==> config.mk <==
export PLATFORM = sky130hd
export DESIGN_NAME = dm_access_arbiter
export DESIGN_NICKNAME = d
export VERILOG_FILES = /design/src/rtl/dm_access_arbiter.sv
export SDC_FILE = /design/constraint.sdc
export NUM_CORES = 1
export LEC_CHECK = 0
export ABC_AREA = 1
export CAP_MARGIN = 20
export CORE_MARGIN = 2
export CORE_UTILIZATION = 40
export CTS_CLUSTER_DIAMETER = 200
export DETAILED_ROUTE_END_ITERATION = 7
export PLACE_DENSITY = 0.82
export REMOVE_ABC_BUFFERS = 1
export SLEW_MARGIN = 10
export SYNTH_ARGS = -nofsm -noshare
export SYNTH_HDL_FRONTEND = slang
export SYNTH_SLANG_ARGS = --single-unit
==> constraint.sdc <==
create_clock -name clk -period 3.4 [get_ports clk]
set_clock_uncertainty 0.1 [all_clocks]
set_input_delay 0.68 -clock clk [delete_from_list [all_inputs] [get_ports clk]]
set_output_delay 0.68 -clock clk [all_outputs]
set_load 0.01 [all_outputs]
==> src/rtl/dm_access_arbiter.sv <==
// -----------------------------------------------------------------------------
// dm_access_arbiter
//   Shares the single data memory between the MEM pipeline stage (CPU port,
//   default priority) and a secondary bus master (DMA port). One access is in
//   flight at a time; it is sequenced IDLE -> ISSUE -> (WAIT) -> DONE.
//
// Parameters
//   MEM_LATENCY   cycles from the mem_en cycle to the edge at which mem_rdata
//                 is captured (1..4)
//   STARVE_LIMIT  max consecutive CPU grants while dma_req is pending (1..15)
//
// Ports
//   clk, reset             rising-edge clock, async active-low reset
//   cpu_* / dma_*          request bundles (req, we, be, addr, wdata) in;
//                          rdata + one-cycle done pulse out per port
//   cpu_stall              cpu_req & ~cpu_done, gated low while in reset
//   mem_*                  memory strobe/write/byte-enable/address/data out,
//                          mem_rdata in
//   busy                   an access is in progress (state != IDLE)
// -----------------------------------------------------------------------------
module dm_access_arbiter #(
  parameter int MEM_LATENCY  = 1,
  parameter int STARVE_LIMIT = 4
) (
  input  logic        clk,
  input  logic        reset,
  input  logic        cpu_req,
  input  logic        cpu_we,
  input  logic [3:0]  cpu_be,
  input  logic [31:0] cpu_addr,
  input  logic [31:0] cpu_wdata,
  output logic [31:0] cpu_rdata,
  output logic        cpu_done,
  output logic        cpu_stall,
  input  logic        dma_req,
  input  logic        dma_we,
  input  logic [3:0]  dma_be,
  input  logic [31:0] dma_addr,
  input  logic [31:0] dma_wdata,
  output logic [31:0] dma_rdata,
  output logic        dma_done,
  output logic        mem_en,
  output logic        mem_we,
  output logic [3:0]  mem_be,
  output logic [31:0] mem_addr,
  output logic [31:0] mem_wdata,
  input  logic [31:0] mem_rdata,
  output logic        busy
);

  typedef enum logic [1:0] {IDLE, ISSUE, WAIT, DONE} state_e;

  localparam logic [1:0] WAIT_INIT  = 2'(MEM_LATENCY - 1);
  localparam logic [3:0] STARVE_MAX = 4'(STARVE_LIMIT);

  state_e      state_q,      state_d;
  logic [1:0]  wait_cnt_q,   wait_cnt_d;
  logic [3:0]  starve_cnt_q, starve_cnt_d;
  logic        owner_dma_q,  owner_dma_d;
  logic        mem_en_q,     mem_en_d;
  logic        mem_we_q,     mem_we_d;
  logic [3:0]  mem_be_q,     mem_be_d;
  logic [31:0] mem_addr_q,   mem_addr_d;
  logic [31:0] mem_wdata_q,  mem_wdata_d;
  logic [31:0] cpu_rdata_q,  cpu_rdata_d;
  logic [31:0] dma_rdata_q,  dma_rdata_d;
  logic        cpu_done_q,   cpu_done_d;
  logic        dma_done_q,   dma_done_d;

  logic        grant_dma;
  logic        finish;   // access completes at the coming edge -> DONE

  always_comb begin
    // NOTE: every signal gets a default first, so no path through the case
    // statement leaves one unassigned and no latch is inferred.
    state_d      = state_q;
    wait_cnt_d   = wait_cnt_q;
    starve_cnt_d = starve_cnt_q;
    owner_dma_d  = owner_dma_q;
    mem_en_d     = 1'b0;
    mem_we_d     = mem_we_q;
    mem_be_d     = mem_be_q;
    mem_addr_d   = mem_addr_q;
    mem_wdata_d  = mem_wdata_q;
    cpu_rdata_d  = cpu_rdata_q;
    dma_rdata_d  = dma_rdata_q;
    cpu_done_d   = 1'b0;
    dma_done_d   = 1'b0;
    grant_dma    = 1'b0;
    finish       = 1'b0;

    unique case (state_q)
      IDLE: begin
        if (!dma_req) starve_cnt_d = '0;
        if (cpu_req || dma_req) begin
          // CPU has priority unless DMA has waited through STARVE_LIMIT grants.
          grant_dma   = dma_req && (!cpu_req || starve_cnt_q == STARVE_MAX);
          owner_dma_d = grant_dma;
          mem_we_d    = grant_dma ? dma_we    : cpu_we;
          mem_be_d    = grant_dma ? dma_be    : cpu_be;
          mem_addr_d  = grant_dma ? dma_addr  : cpu_addr;
          mem_wdata_d = grant_dma ? dma_wdata : cpu_wdata;
          mem_en_d    = 1'b1;
          state_d     = ISSUE;
          if (grant_dma) begin
            starve_cnt_d = '0;
          end else if (dma_req && starve_cnt_q != STARVE_MAX) begin
            starve_cnt_d = starve_cnt_q + 4'd1;
          end
        end
      end
      ISSUE: begin
        if (mem_we_q || MEM_LATENCY == 1) begin
          finish = 1'b1;
        end else begin
          wait_cnt_d = WAIT_INIT;
          state_d    = WAIT;
        end
      end
      WAIT: begin
        wait_cnt_d = wait_cnt_q - 2'd1;
        if (wait_cnt_q == 2'd1) finish = 1'b1;
      end
      default: state_d = IDLE;   // DONE: no arbitration in this cycle
    endcase

    if (finish) begin
      state_d    = DONE;
      cpu_done_d = !owner_dma_q;
      dma_done_d = owner_dma_q;
      // Writes leave the granted port's rdata at its previous value.
      if (!mem_we_q) begin
        if (owner_dma_q) dma_rdata_d = mem_rdata;
        else             cpu_rdata_d = mem_rdata;
      end
    end
  end

  // NOTE: every flop here is a control or output register, so all of them are
  // reset; an access in flight at reset is simply dropped without a done.
  always_ff @(posedge clk or negedge reset) begin
    if (!reset) begin
      state_q      <= IDLE;
      wait_cnt_q   <= '0;
      starve_cnt_q <= '0;
      owner_dma_q  <= 1'b0;
      mem_en_q     <= 1'b0;
      mem_we_q     <= 1'b0;
      mem_be_q     <= '0;
      mem_addr_q   <= '0;
      mem_wdata_q  <= '0;
      cpu_rdata_q  <= '0;
      dma_rdata_q  <= '0;
      cpu_done_q   <= 1'b0;
      dma_done_q   <= 1'b0;
    end else begin
      // NOTE: non-blocking assignments so every flop samples the values
      // present before the edge, independent of statement order.
      state_q      <= state_d;
      wait_cnt_q   <= wait_cnt_d;
      starve_cnt_q <= starve_cnt_d;
      owner_dma_q  <= owner_dma_d;
      mem_en_q     <= mem_en_d;
      mem_we_q     <= mem_we_d;
      mem_be_q     <= mem_be_d;
      mem_addr_q   <= mem_addr_d;
      mem_wdata_q  <= mem_wdata_d;
      cpu_rdata_q  <= cpu_rdata_d;
      dma_rdata_q  <= dma_rdata_d;
      cpu_done_q   <= cpu_done_d;
      dma_done_q   <= dma_done_d;
    end
  end

  assign mem_en    = mem_en_q;
  assign mem_we    = mem_we_q;
  assign mem_be    = mem_be_q;
  assign mem_addr  = mem_addr_q;
  assign mem_wdata = mem_wdata_q;
  assign cpu_rdata = cpu_rdata_q;
  assign dma_rdata = dma_rdata_q;
  assign cpu_done  = cpu_done_q;
  assign dma_done  = dma_done_q;
  assign busy      = (state_q != IDLE);
  // Gated by reset so that every output reads 0 while reset is asserted.
  assign cpu_stall = reset & cpu_req & ~cpu_done_q;

endmodule

==> After elaboration in Yosys (flattened, before gate mapping) <==
Cells that the tools add are included.
{ "word_totals": {"reg_bits": 145, "input_bits": 174, "out_inout_bits": 138, "word_cells": 57} }
{ "classes": {"addsub": 2, "n_eq_ne": 7, "mux": 17, "bitwise": 5, "reduce_logical": 13} }
{ "ops": {"columns": ["op", "n"], "rows": [
  ["$mux 32", 2],
  ["$mux 4", 5],
  ["$mux 1", 6],
  ["$reduce_and 3->1", 2],
  ["$add 4x1->4 const B", 1],
  ["$eq 2x1->1 const B", 2],
  ["$eq 4x3->1 const B", 1],
  ["$mux 2", 2],
  ["$ne 4x3->1 const B", 1],
  ["$pmux 2 s2", 1],
  ["$reduce_and 2->1", 2],
  ["$ne 3x3->1 const B", 1],
  ["$not 1->1", 3],
  ["$and 1x1->1", 2],
  ["$eq 2x2->1 const B", 1],
  ["$logic_and 1x1->1", 2],
  ["$logic_not 1->1", 2],
  ["$logic_not 2->1", 1],
  ["$logic_or 1x1->1", 2],
  ["$ne 2x1->1 const B", 1],
  ["$pmux 1 s2", 1],
  ["$reduce_bool 2->1", 1],
  ["$reduce_or 2->1", 1],
  ["$sub 2x1->2 const B", 1]
]} }

==> Longest topological paths before layout <==
Gate-level depths: netlist (run 1).
{ "logic_depth": {"depth_word": 5, "mapped_depth": 10} }

==> Least setup slack after synthesis (run 1) <==
No wires, ideal clock.
{ "synth_timing": {"path_kind": "input to output", "from": "in reset", "to": "out cpu_stall", "arrival_time_ns": 0.875, "slack_ns": 1.745, "cell_stages": 2, "path_buffers": 0, "path_cell_list": "nand2_1 nor2_1"} }
{ "synth_via": {"elab_chain_len": 2} }
{ "synth_lines": {"columns": ["element", "line", "rtl"], "rows": [
  ["start, declared", "26", "input logic reset,"],
  ["$and 1x1->1 (2 in series)", "186", "assign cpu_stall = reset & cpu_req & ~cpu_done_q;"],
  ["end, declared", "34", "output logic cpu_stall,"]
]} }
No other way between the ends.

==> Final worst setup path (run 1) <==
Ends and elaborated chain as after synthesis.

==> summary.md, run 1 <==
| Metric | Value |
|---|---|
| Crit path arrival time | roughly 2.1 ns |
| CTS tree | done |
| Synth top area share | just under 60% |
| Worst VDD drop | around 0.00044 V |
| Hold Crit Start | cpu_rdata[20] |
| Most common cell after layout, fill and taps aside | clkdlybuf4s50_1 |
| Vias in the first global route | between 6000 and 7000 |
| Worst Tran Pin Value | 0.9931 ns |
| Crit share post-route | a little over four fifths |
| Finished layout cell area | 0.01016 mm² |
| CP startpoint kind | primary input |
| Hold Path Class | reg -> reg |
| Initial drt markers | ~360 |
| Worst R2R Start | state_q[0] |
| Power Dens Cells | 932.9 mW/mm² |
| Overall Power | about 9.5 mW |
| Total number of vias | around 6300 |
| Drt pass-1 iters | 5 |
| Final Hold Viols | 0 |
| ANT cells | 0 |
| Final Setup Violations | 0 |
| Post-synthesis cell area | roughly 0.0063 mm² |
| IO Count | roughly 310 |
| RSZ-0062 raised after global routing | no |
| DR WL/cell | approximately 17 µm |
| Antenna violations before repair | 0 |
| Synth warn | 0 |
| Filler instances | 1259 |
| MaxCap Viol Count | 0 |
| Setup TNS | 0 ns |
| Vias per cell | 5.240 |
| FP Rows | 45 |
| Yosys reg bits | around 150 |
| Die Ht | ~130 µm |
| Final Wtd Congestion | between 0.8 and 0.9 |
| Worst Reg-to-Reg Cells | 9 |
| Placed Area | roughly 0.0095 mm² |
| Htree depth | 4 |
| Syn_area_per_cell | about 9 µm² |
| CP Launch Point | reset |
| Resize count post-CTS | 0 |
| Req. time, crit path | around 2.6 ns |
| Setup crit end kind | output port |
| Synthesis-to-finish area growth | 61.37% |
| Ranking of synthesized cells by area | dfrtp_1 58%, nand3_1 11%, nand2_1 8.8%, nand4_1 7.0%, o21ai_0 4.3% |
| Clock transition at path regs | 0.06 ns |
| Num CTS Buffers | 17 |
| Grt total ovfl | 0 |
| Root buffer cell | clkbuf_16 |
| Final net count | around 1200 |
| Fmax | about 350 MHz |
| Total Wirelength | 20600 µm |
| Hold path depth | 2 |
| Reg-to-reg endpoint | dma_rdata[21] |
| Synth cell types | 21 |
| Post-synthesis sequential area ratio | between 50% and 60% |
| CORE AREA | between 0.015 and 0.02 mm² |
| Slew Viols, Final | 0 |
| Full die area | 0.01676 mm² |
| Crit path max fanout | 17 |
| Outcome | completed |
| CTS Hold Bufs | 1 |
| Clock buffer depth | 2 |
| First-pass GRT wire length | about 32000 µm |
| Hold Path Sink | cpu_rdata[20] |
| Layout cells sized above 1 | under 10% |
| Detailed Place HPWL | ~14000 µm |
| Syn Inst Count | ~700 |
| Largest net degree at the start of global routing | between 70 and 80 |
| Reg2reg setup slack | about 1.2 ns |
| Die W | 129.5 µm |
| Post-route minimum period | 2.885 ns |
| DR DRC count | 0 |
| Rel. slew slack | approximately 34% |
| Clock Latency Late Sink | ~0.4 ns |
| Overall routing resource usage | roughly a quarter |
| Static Leakage | approximately 4.6 nW |
| Number of I/O port buffers | roughly 310 |
| Final ANT Viol Nets | 0 |
| Core Util, Final | 66.34% |
| Sink Count | 145 |
| Commonest cells after routing, fill and taps aside | 309 x clkdlybuf4s50_1, 146 x nand2_1, 145 x dfrtp_1, 140 x nand3_1, 70 x nand4_1 |
| Crit path kind | in -> out |
| Initial Util | ~40% |
| Post-CTS setup buffers | 0 |
| Area leader, netlist | dfrtp_1 |
[cells by family (layout without fill, tap and decap cells)]
logic type	count (synthesis)	count (layout)	share of synthesized area [%]
AOI/OAI and AO/OA	70	70	5.564
buffers and inverters	101	400	6.955
DFF	145	145	57.63
adders and majority gates	6	6	1.192
and+or+nand+nor	373	373	28.24
xor gates and xnor gates	3	3	0.4174
[synth_stat cells]
library cell,n
nand2_1,147
dfrtp_1,145
nand3_1,140
nand4_1,70
o21ai_0,54
inv_1,42
buf_2,40
o21ai_1,15
clkbuf_1,13
nor2_1,9
ha_1,6
inv_2,3
nand2_2,3
xor2_1,3
buf_4,2
a21oi_1,1
clkbuf_2,1
nand2_4,1
nor2_2,1
nor2_4,1
or2_2,1
[report_power, final]
group          switching (mW)  internal (mW)
sequential              0.469           2.59
clock                   0.757           1.29
combinational            2.20           2.17
[registers in the layout (all words and copies together), names as in the netlist]
| name | flops |
|---|---|
| cpu_done | 1 |
| cpu_rdata | 32 |
| dma_done | 1 |
| dma_rdata | 32 |
| mem_addr | 32 |
| mem_be | 4 |
| mem_en | 1 |
| mem_wdata | 32 |
| mem_we | 1 |
| owner_dma_q | 1 |
| starve_cnt_q | 4 |
| state_q | 2 |
| wait_cnt_q | 2 |
[metal layers]
layer | vias to the layer above | routed length [µm] | global-route usage [%]
li1 | 2951 | - | -
met1 | 3000 | 7707 | 27.69
met2 | 326 | 9989 | 40.68
met3 | 53 | 2103 | 8.588
met4 | 0 | 801 | 12.02
met5 | - | 0 | 0
[layout make-up]
class / count / area [µm²] / share of cell area, %
multi-input cells: 452 / 2235 / 22.00
clock inverters: 12 / 192.7 / 1.897
well taps: 211 / 264.0 / 2.599
clock buffers: 20 / 456.7 / 4.495
repair buffers: 323 / 3214 / 31.64
inverters: 45 / 168.9 / 1.663
flip-flops and latches: 145 / 3628 / 35.71
[worst max path at each step]
stage / to / slack (ns)
2_1_floorplan: state_q[0] / -0.68
3_3_place_gp: cpu_stall / 0.69
3_5_place_dp: cpu_stall / 0.70
4_1_cts: cpu_stall / 0.49
5_1_grt: cpu_stall / 0.38
6_report: cpu_stall / 0.51
[stage by stage]
| step | setup slack (ns) | std cells | hold WS (ns) |
|---|---|---|---|
| finish | 0.5148 | 1208 | 0.3826 |
| global placement | 0.6938 | 1175 | 0.3608 |
| global route | 0.3846 | 1208 | 0.4078 |
| CTS | 0.4927 | 1208 | 0.3844 |
| detailed placement | 0.6983 | 1175 | 0.3715 |
| floorplan | -0.6761 | 642 | 0.2844 |
[critical path, stage by stage]
cell             delay [ns]
dlygate4sd3_1          0.54
buf_6                  0.20
nand2_1                0.07
nor2_1                 0.08
clkdlybuf4s50_1        0.53
Power figures use the tool's default switching activity.
==> inputs of run 2 (changes only) <==
==> constraint.sdc (replaced) <==
create_clock -name clk -period 2.78 [get_ports clk]
set_clock_uncertainty 0.1 [all_clocks]
set_input_delay 0.556 -clock clk [delete_from_list [all_inputs] [get_ports clk]]
set_output_delay 0.556 -clock clk [all_outputs]
set_load 0.01 [all_outputs]
==> run 2 against run 1 <==
Routed wire length fell by 1.3%. Global-route usage shrank 0.28 points. Design area barely moved. Critical endpoint unchanged. Register-to-register slack lost 0.43 ns. Clock power increased by 8%. Sequential cell count is the same. Power grew 19%. Cell count is 0.17% higher. Combinational power rose by 23%. Sequential share of layout area hardly changed. Clock-buffer cell count is 1 lower. Critical path type unchanged.
==> summary.md, run 2 (synthesis results as in run 1) <==
| Metric | Value |
|---|---|
| Clock Latency Late Sink | 0.41 ns (about the same) |
| Htree depth | 4 (unchanged) |
| Overall routing resource usage | 24.00% (-0.28 points) |
| Slew Viols, Final | 0 (unchanged) |
| Worst Tran Pin Value | 0.8575 ns (-0.1356 ns) |
| CTS Hold Bufs | 0 (-1) |
| Post-route minimum period | about 2.5 ns |
| MaxCap Viol Count | 0 (unchanged) |
| Final Hold Viols | 0 (unchanged) |
| Resize count post-CTS | 0 (unchanged) |
| DR WL/cell | 16.80 µm (-1.5%) |
| First-pass GRT wire length | 31310 µm (-1.2%) |
| Inst Count DP | 1179 (+0.34%) |
| CP Cell Sequence | clkdlybuf4s50_1 -> nand2_1 -> nor2_1 -> clkdlybuf4s50_1 |
| Rel. slew slack | 42.83% (+9.3 points) |
| Setup crit end kind | output port |
| IO Count | 312 (unchanged) |
| Internal power component | 7.199 mW (+19%) |
| Seq pwr share | 32.9% (+0.6 points) |
| Initial drt markers | 420 (+18%) |
| Crit share post-route | about nine tenths |
| Worst VDD drop | 0.0005246 V (+18%) |
| Post-CTS setup buffers | 0 (unchanged) |
| DP Worst Slack | 0.3132 ns (-0.3851 ns) |
| Req. time, crit path | 2.12 ns (-0.50 ns) |
| Layout cells sized above 1 | 5.806% (+0.19 points) |
| Detailed Place HPWL | 14110 µm (-1.3%) |
| Largest net degree at the start of global routing | 146 (+92%) |
| Vias in the first global route | 6008 (-3.3%) |
| Drt pass-1 iters | 4 (-1) |
| Setup TNS | 0 ns (unchanged) |
| CP startpoint kind | primary input |
| Sink Count | 145 (unchanged) |
| Final worst slack | 0.3175 ns (-0.1973 ns) |
| ANT cells | 0 (unchanged) |
| RSZ-0062 raised after global routing | no |
| CORE AREA | 0.01531 mm² (unchanged) |
| Clock buffer depth | 2 (unchanged) |
| Static Leakage | 4.569 nW (-0.32%) |
| Crit-path slowest cell | clkdlybuf4s50_1 |
| Fmax | ~410 MHz |
| Core Util, Final | 66.35% (about the same) |
| CTS tree | done |
| Die W | 129.5 µm (unchanged) |
| Outcome | completed |
| Root buffer cell | clkbuf_16 |
| DR DRC count | 0 (unchanged) |
| Crit path arrival time | 1.81 ns (-0.30 ns) |
| Final ANT Viol Nets | 0 (unchanged) |
| Crit path max fanout | 4 (-13) |
| Crit path top cell by count | clkdlybuf4s50_1 |
| Worst Reg-to-Reg Cells | 6 (-3) |
| Full die area | 0.01676 mm² (unchanged) |
| Die Ht | 129.5 µm (unchanged) |
| Crit path kind | in -> out |
| Total Wirelength | 20330 µm (-1.3%) |
| Hold Path Class | in -> async |
| Final Wtd Congestion | 0.8295 (-0.12%) |
| Vias per cell | 5.114 (-2.4%) |
| Clock transition at path regs | 0.06 ns (about the same) |
| Antenna violations before repair | 0 (unchanged) |
| Switching share of total power | 36.38% (+0.28 points) |
| Grt total ovfl | 0 (unchanged) |
| Logic pwr share | 47.6% (+1.5 points) |
| FP Rows | 45 (unchanged) |
| Power Dens Cells | 1114 mW/mm² (+19%) |
| Final net count | 1167 (+0.26%) |
| Sw power | 4.117 mW (+20%) |
| Most common cell after layout, fill and taps aside | clkdlybuf4s50_1 |
| CP max stage delay | 0.56 ns (+0.02 ns) |
| Final Setup Violations | 0 (unchanged) |
| Initial Util | 41.11% (unchanged) |
| Commonest cells after routing, fill and taps aside | 309 x clkdlybuf4s50_1, 146 x nand2_1, 145 x dfrtp_1, 140 x nand3_1, 70 x nand4_1 |
| Synthesis-to-finish area growth | 61.39% (about the same) |
| Total number of vias | 6188 (-2.2%) |
| Final Instance Count excl. Fillers | 1210 (+0.17%) |
| Overall Power | 11.32 mW (+19%) |
| Num CTS Buffers | 17 (unchanged) |
| Clock power share | 19.5% (-2.1 points) |
| Number of I/O port buffers | 311 (unchanged) |
## run 2: worst paths after layout
kind                               startpoint            end  slack, ns
worst min register to register  wait_cnt_q[0]  wait_cnt_q[0]       0.38
min in group clk                wait_cnt_q[0]  wait_cnt_q[0]       0.38
worst min-delay path                    reset   mem_addr[31]       0.17
worst max-delay path                  cpu_req      cpu_stall       0.32
worst max register to register     state_q[1]     state_q[0]       0.74
max in group asynchronous               reset   mem_addr[24]       1.82
## run 2: critical path, delay by kind of cell
family,cells,cell delay [ns]
buffers and inverters,2,1.10
and+or+nand+nor,2,0.15
## run 2: final cells by class
cell class                 count  area (µm²)
inverter                      45       168.9
clock inverter                12       135.1
sequential                   145        3628
fill                        1249        5154
timing repair buffer         326        3297
tap                          211       264.0
multi-input combinational    452        2235
clock buffer                  19       432.9
## run 2: routing by layer
| metal | global-route usage [%] | vias to the layer above | share of wire, % | routed length (µm) |
|---|---|---|---|---|
| met4 | 6.705 | 0 | 1.5 | 308 |
| met3 | 8.960 | 26 | 9.9 | 2009 |
| met2 | 40.65 | 252 | 50 | 10090 |
| met5 | 0 | - | 0 | 0 |
| li1 | - | 2964 | - | - |
| met1 | 28.86 | 2946 | 39 | 7920 |
## run 2: power by group through the flow
stage	sequential [mW]	combinational [mW]	clock, mW
3_5_place_dp	3.75	5.42	0
2_1_floorplan	4.19	1.83	0
6_report	3.72	5.39	2.21
3_3_place_gp	3.71	5.32	0
5_1_grt	3.83	5.89	2.34
4_1_cts	3.72	5.45	2.24
## run 2: per-stage QoR
| stage | instance area (µm²) | hold slack (ns) |
|---|---|---|
| 2_1_floorplan | 6027 | 0.1604 |
| 3_3_place_gp | 9593 | 0.3592 |
| 3_5_place_dp | 9593 | 0.3713 |
| 4_1_cts | 10160 | 0.2105 |
| 5_1_grt | 10160 | 0.2475 |
| 6_report | 10160 | 0.1657 |
==> inputs of run 3 (changes only) <==
--- a/config.mk
+++ b/config.mk
@@ -7,11 +7,13 @@
 export LEC_CHECK = 0
 export ABC_AREA = 1
 export CAP_MARGIN = 20
+export CELL_PAD_IN_SITES_DETAIL_PLACEMENT = 1
+export CELL_PAD_IN_SITES_GLOBAL_PLACEMENT = 2
 export CORE_MARGIN = 2
-export CORE_UTILIZATION = 40
+export CORE_UTILIZATION = 22
 export CTS_CLUSTER_DIAMETER = 200
 export DETAILED_ROUTE_END_ITERATION = 7
-export PLACE_DENSITY = 0.82
+export PLACE_DENSITY_LB_ADDON = 0.1
 export REMOVE_ABC_BUFFERS = 1
 export SLEW_MARGIN = 10
 export SYNTH_ARGS = -nofsm -noshare
==> run 3 against run 2 <==
Routed wire length is 23% higher. First-iteration DRC count is 20% lower. Design area is 2.2% higher. Worst setup slack better by 0.079 ns. Global-route usage is 7.0 points lower. Non-clock buffer count is 1 higher. Largest power group unchanged. Clock power hardly changed. Clock-buffer cell count is 1 lower. Critical path type is now reg -> out. Sequential cell count stayed put. Largest cell class unchanged. Combinational power is 3% higher. Sequential share of layout area is 0.76 points lower.
==> summary.md, run 3 (synthesis results as in run 1) <==
| Metric | Value |
|---|---|
| Vias per cell | 4.371 (-15%) |
| Clock transition at path regs | 0.07 ns (about the same) |
| Worst Tran Pin Value | 1.007 ns (+0.1495 ns) |
| Initial drt markers | 338 (-20%) |
| Initial Util | 22.48% (-19 points) |
| Core Util, Final | 37.07% (-29 points) |
| ANT cells | 0 (unchanged) |
| Register Area | 0.003628 mm² (unchanged) |
| First-pass GRT wire length | 39680 µm (+27%) |
| Most common cell after layout, fill and taps aside | clkdlybuf4s50_1 |
| Hold Path Class | in -> async |
| CORE AREA | 0.02801 mm² (+83%) |
| Final worst slack | 0.3965 ns (+0.07903 ns) |
| CTS Hold Bufs | 0 (unchanged) |
| DR WL/cell | 18.20 µm (+8.4%) |
| Filler instances | 3224 (+160%) |
| DP Worst Slack | 0.3999 ns (+0.08670 ns) |
| Detailed Place HPWL | 16670 µm (+18%) |
| Fmax | 419.6 MHz (+3.3%) |
| Internal power component | 7.083 mW (-1.6%) |
| Crit-path slowest cell | clkdlybuf4s50_1 |
| Crit path kind | reg -> out |
| Reg2reg setup slack | 0.85 ns (+0.11 ns) |
| Final ANT Viol Nets | 0 (unchanged) |
| Antenna violations before repair | 0 (unchanged) |
| Synthesis-to-finish area growth | 64.91% |
| Vias in the first global route | 6507 (+8.3%) |
| IO Count | 312 (unchanged) |
| Total Wirelength | 25100 µm (+23%) |
| Static Leakage | 4.577 nW (+0.16%) |
| Seq pwr share | 32.5% (-0.4 points) |
| CP Cell Sequence | inv_1 -> ha_2 -> inv_2 -> clkdlybuf4s50_1 |
| Crit path buffers/inverters | 3 (+1) |
| Reg-to-reg endpoint | cpu_rdata[17] |
| Commonest cells after routing, fill and taps aside | 309 x clkdlybuf4s50_1, 146 x nand2_1, 145 x dfrtp_1, 140 x nand3_1, 70 x nand4_1 |
| Total number of vias | 6028 (-2.6%) |
| Crit share post-route | 85.74% (-2.8 points) |
| Rel. slew slack | 32.87% (-10 points) |
| Overall routing resource usage | 17.02% (-7.0 points) |
| Final net count | 1168 (+0.086%) |
| MaxCap Viol Count | 0 (unchanged) |
| Family with the most delay on the worst path | buffers and inverters |
| DR DRC count | 0 (unchanged) |
| Worst R2R Start | state_q[0] |
| Multi-input gate area | 0.002235 mm² (unchanged) |
| Number of I/O port buffers | 311 (unchanged) |
| Switching share of total power | 38.18% (+1.8 points) |
| Setup crit end kind | output port |
| RSZ-0062 raised after global routing | no |
| Post-CTS setup buffers | 0 (unchanged) |
| Clock power share | 19.2% (-0.3 points) |
| Outcome | completed |
| Sw power | 4.374 mW (+6.3%) |
| Num CTS Buffers | 17 (unchanged) |
| Power Dens Cells | 1104 mW/mm² (-0.92%) |
| Slew Viols, Final | 0 (unchanged) |
| Clock Latency Late Sink | 0.42 ns (about the same) |
| Die W | 173.2 µm (+34%) |
| Crit path arrival time | 1.73 ns (-0.08 ns) |
| Resize count post-CTS | 0 (unchanged) |
| FP Rows | 61 (+36%) |
| Req. time, crit path | 2.12 ns (about the same) |
| CP Launch Point | state_q[0] |
| Logic pwr share | 48.3% (+0.7 points) |
| Drt pass-1 iters | 4 (unchanged) |
| Crit path max fanout | 4 (unchanged) |
| Layout cells sized above 1 | 6.094% (+0.29 points) |
| Final Wtd Congestion | 0.7133 (-14%) |
| Grt total ovfl | 0 (unchanged) |
| Largest net degree at the start of global routing | 146 (unchanged) |
| Worst VDD drop | 0.0004354 V (-17%) |
| Overall Power | 11.46 mW (+1.2%) |
| CTS tree | done |
| Crit path depth | 4 (unchanged) |
| Htree depth | 4 (unchanged) |
| Final Setup Violations | 0 (unchanged) |
| CP startpoint kind | flip-flop |
| Worst Reg-to-Reg Cells | 8 (+2) |
| Root buffer cell | clkbuf_16 |
| Post-route minimum period | 2.384 ns (-0.07903 ns) |
| Sink Count | 145 (unchanged) |
| Die Ht | 173.2 µm (+34%) |
| Full die area | 0.02999 mm² (+79%) |
| CP max stage delay | 0.58 ns (+0.02 ns) |
| CP Capture Point | busy |
| Final Hold Viols | 0 (unchanged) |
| Clock buffer depth | 2 (unchanged) |
## run 3: worst register-to-register path, delay by kind of cell, from the launching register on
| kind | cells | cell delay (ns) |
|---|---|---|
| AOI/OAI and AO/OA | 1 | 0.35 |
| and+or+nand+nor | 4 | 0.58 |
| adders and majority gates | 1 | 0.23 |
| buffers and inverters | 2 | 0.19 |
| DFF | 1 | 0.38 |
## run 3: power groups by stage
stage / logic [mW] / clock network (mW) / registers, mW
after floorplan: 1.83 / 0 / 4.19
after global placement: 5.65 / 0 / 3.74
after detailed placement: 5.66 / 0 / 3.75
after CTS: 5.68 / 2.32 / 3.74
after global routing: 6.11 / 2.39 / 3.87
final: 5.53 / 2.20 / 3.72
## run 3: metrics by stage
| stage | instance area (µm²) | setup TNS, ns | cells | hold slack [ns] |
|---|---|---|---|---|
| floorplan | 6027 | -89.54 | 642 | 0.1604 |
| global placement | 9834 | 0 | 1347 | 0.3642 |
| detailed placement | 9834 | 0 | 1347 | 0.3676 |
| CTS | 10380 | 0 | 1379 | 0.2419 |
| global route | 10380 | 0 | 1379 | 0.1272 |
| finish | 10380 | 0 | 1379 | 0.03514 |
## run 3: worst min-delay path by stage
| stage | startpoint | to | slack, ns |
|---|---|---|---|
| global placement | wait_cnt_q[0] | wait_cnt_q[0] | 0.36 |
| CTS | reset | mem_addr[22] | 0.24 |
| detailed placement | wait_cnt_q[0] | wait_cnt_q[0] | 0.37 |
| floorplan | reset | cpu_done | 0.16 |
| finish | reset | mem_addr[22] | 0.04 |
| global route | reset | mem_wdata[31] | 0.13 |
## run 3: layout make-up
| class | count | area share (%) |
|---|---|---|
| Clock inverter | 14 | 1.145 |
| Inverter | 45 | 1.627 |
| Multi-Input combinational cell | 452 | 21.52 |
| Clock buffer | 18 | 4.134 |
| Tap cell | 378 | 4.555 |
| Timing Repair Buffer | 327 | 32.07 |
| Sequential cell | 145 | 34.95 |
## run 3: layer usage
layer  share of wire, %  GRT usage [%]  wire length, µm  vias to the layer above
li1                   -              -                -                     2956
met5                  0              0                0                        -
met3                5.7          5.167             1426                       18
met1                 43          20.73            10700                     2907
met2                 51          29.45            12690                      147
met4                1.1          3.990              288                        0
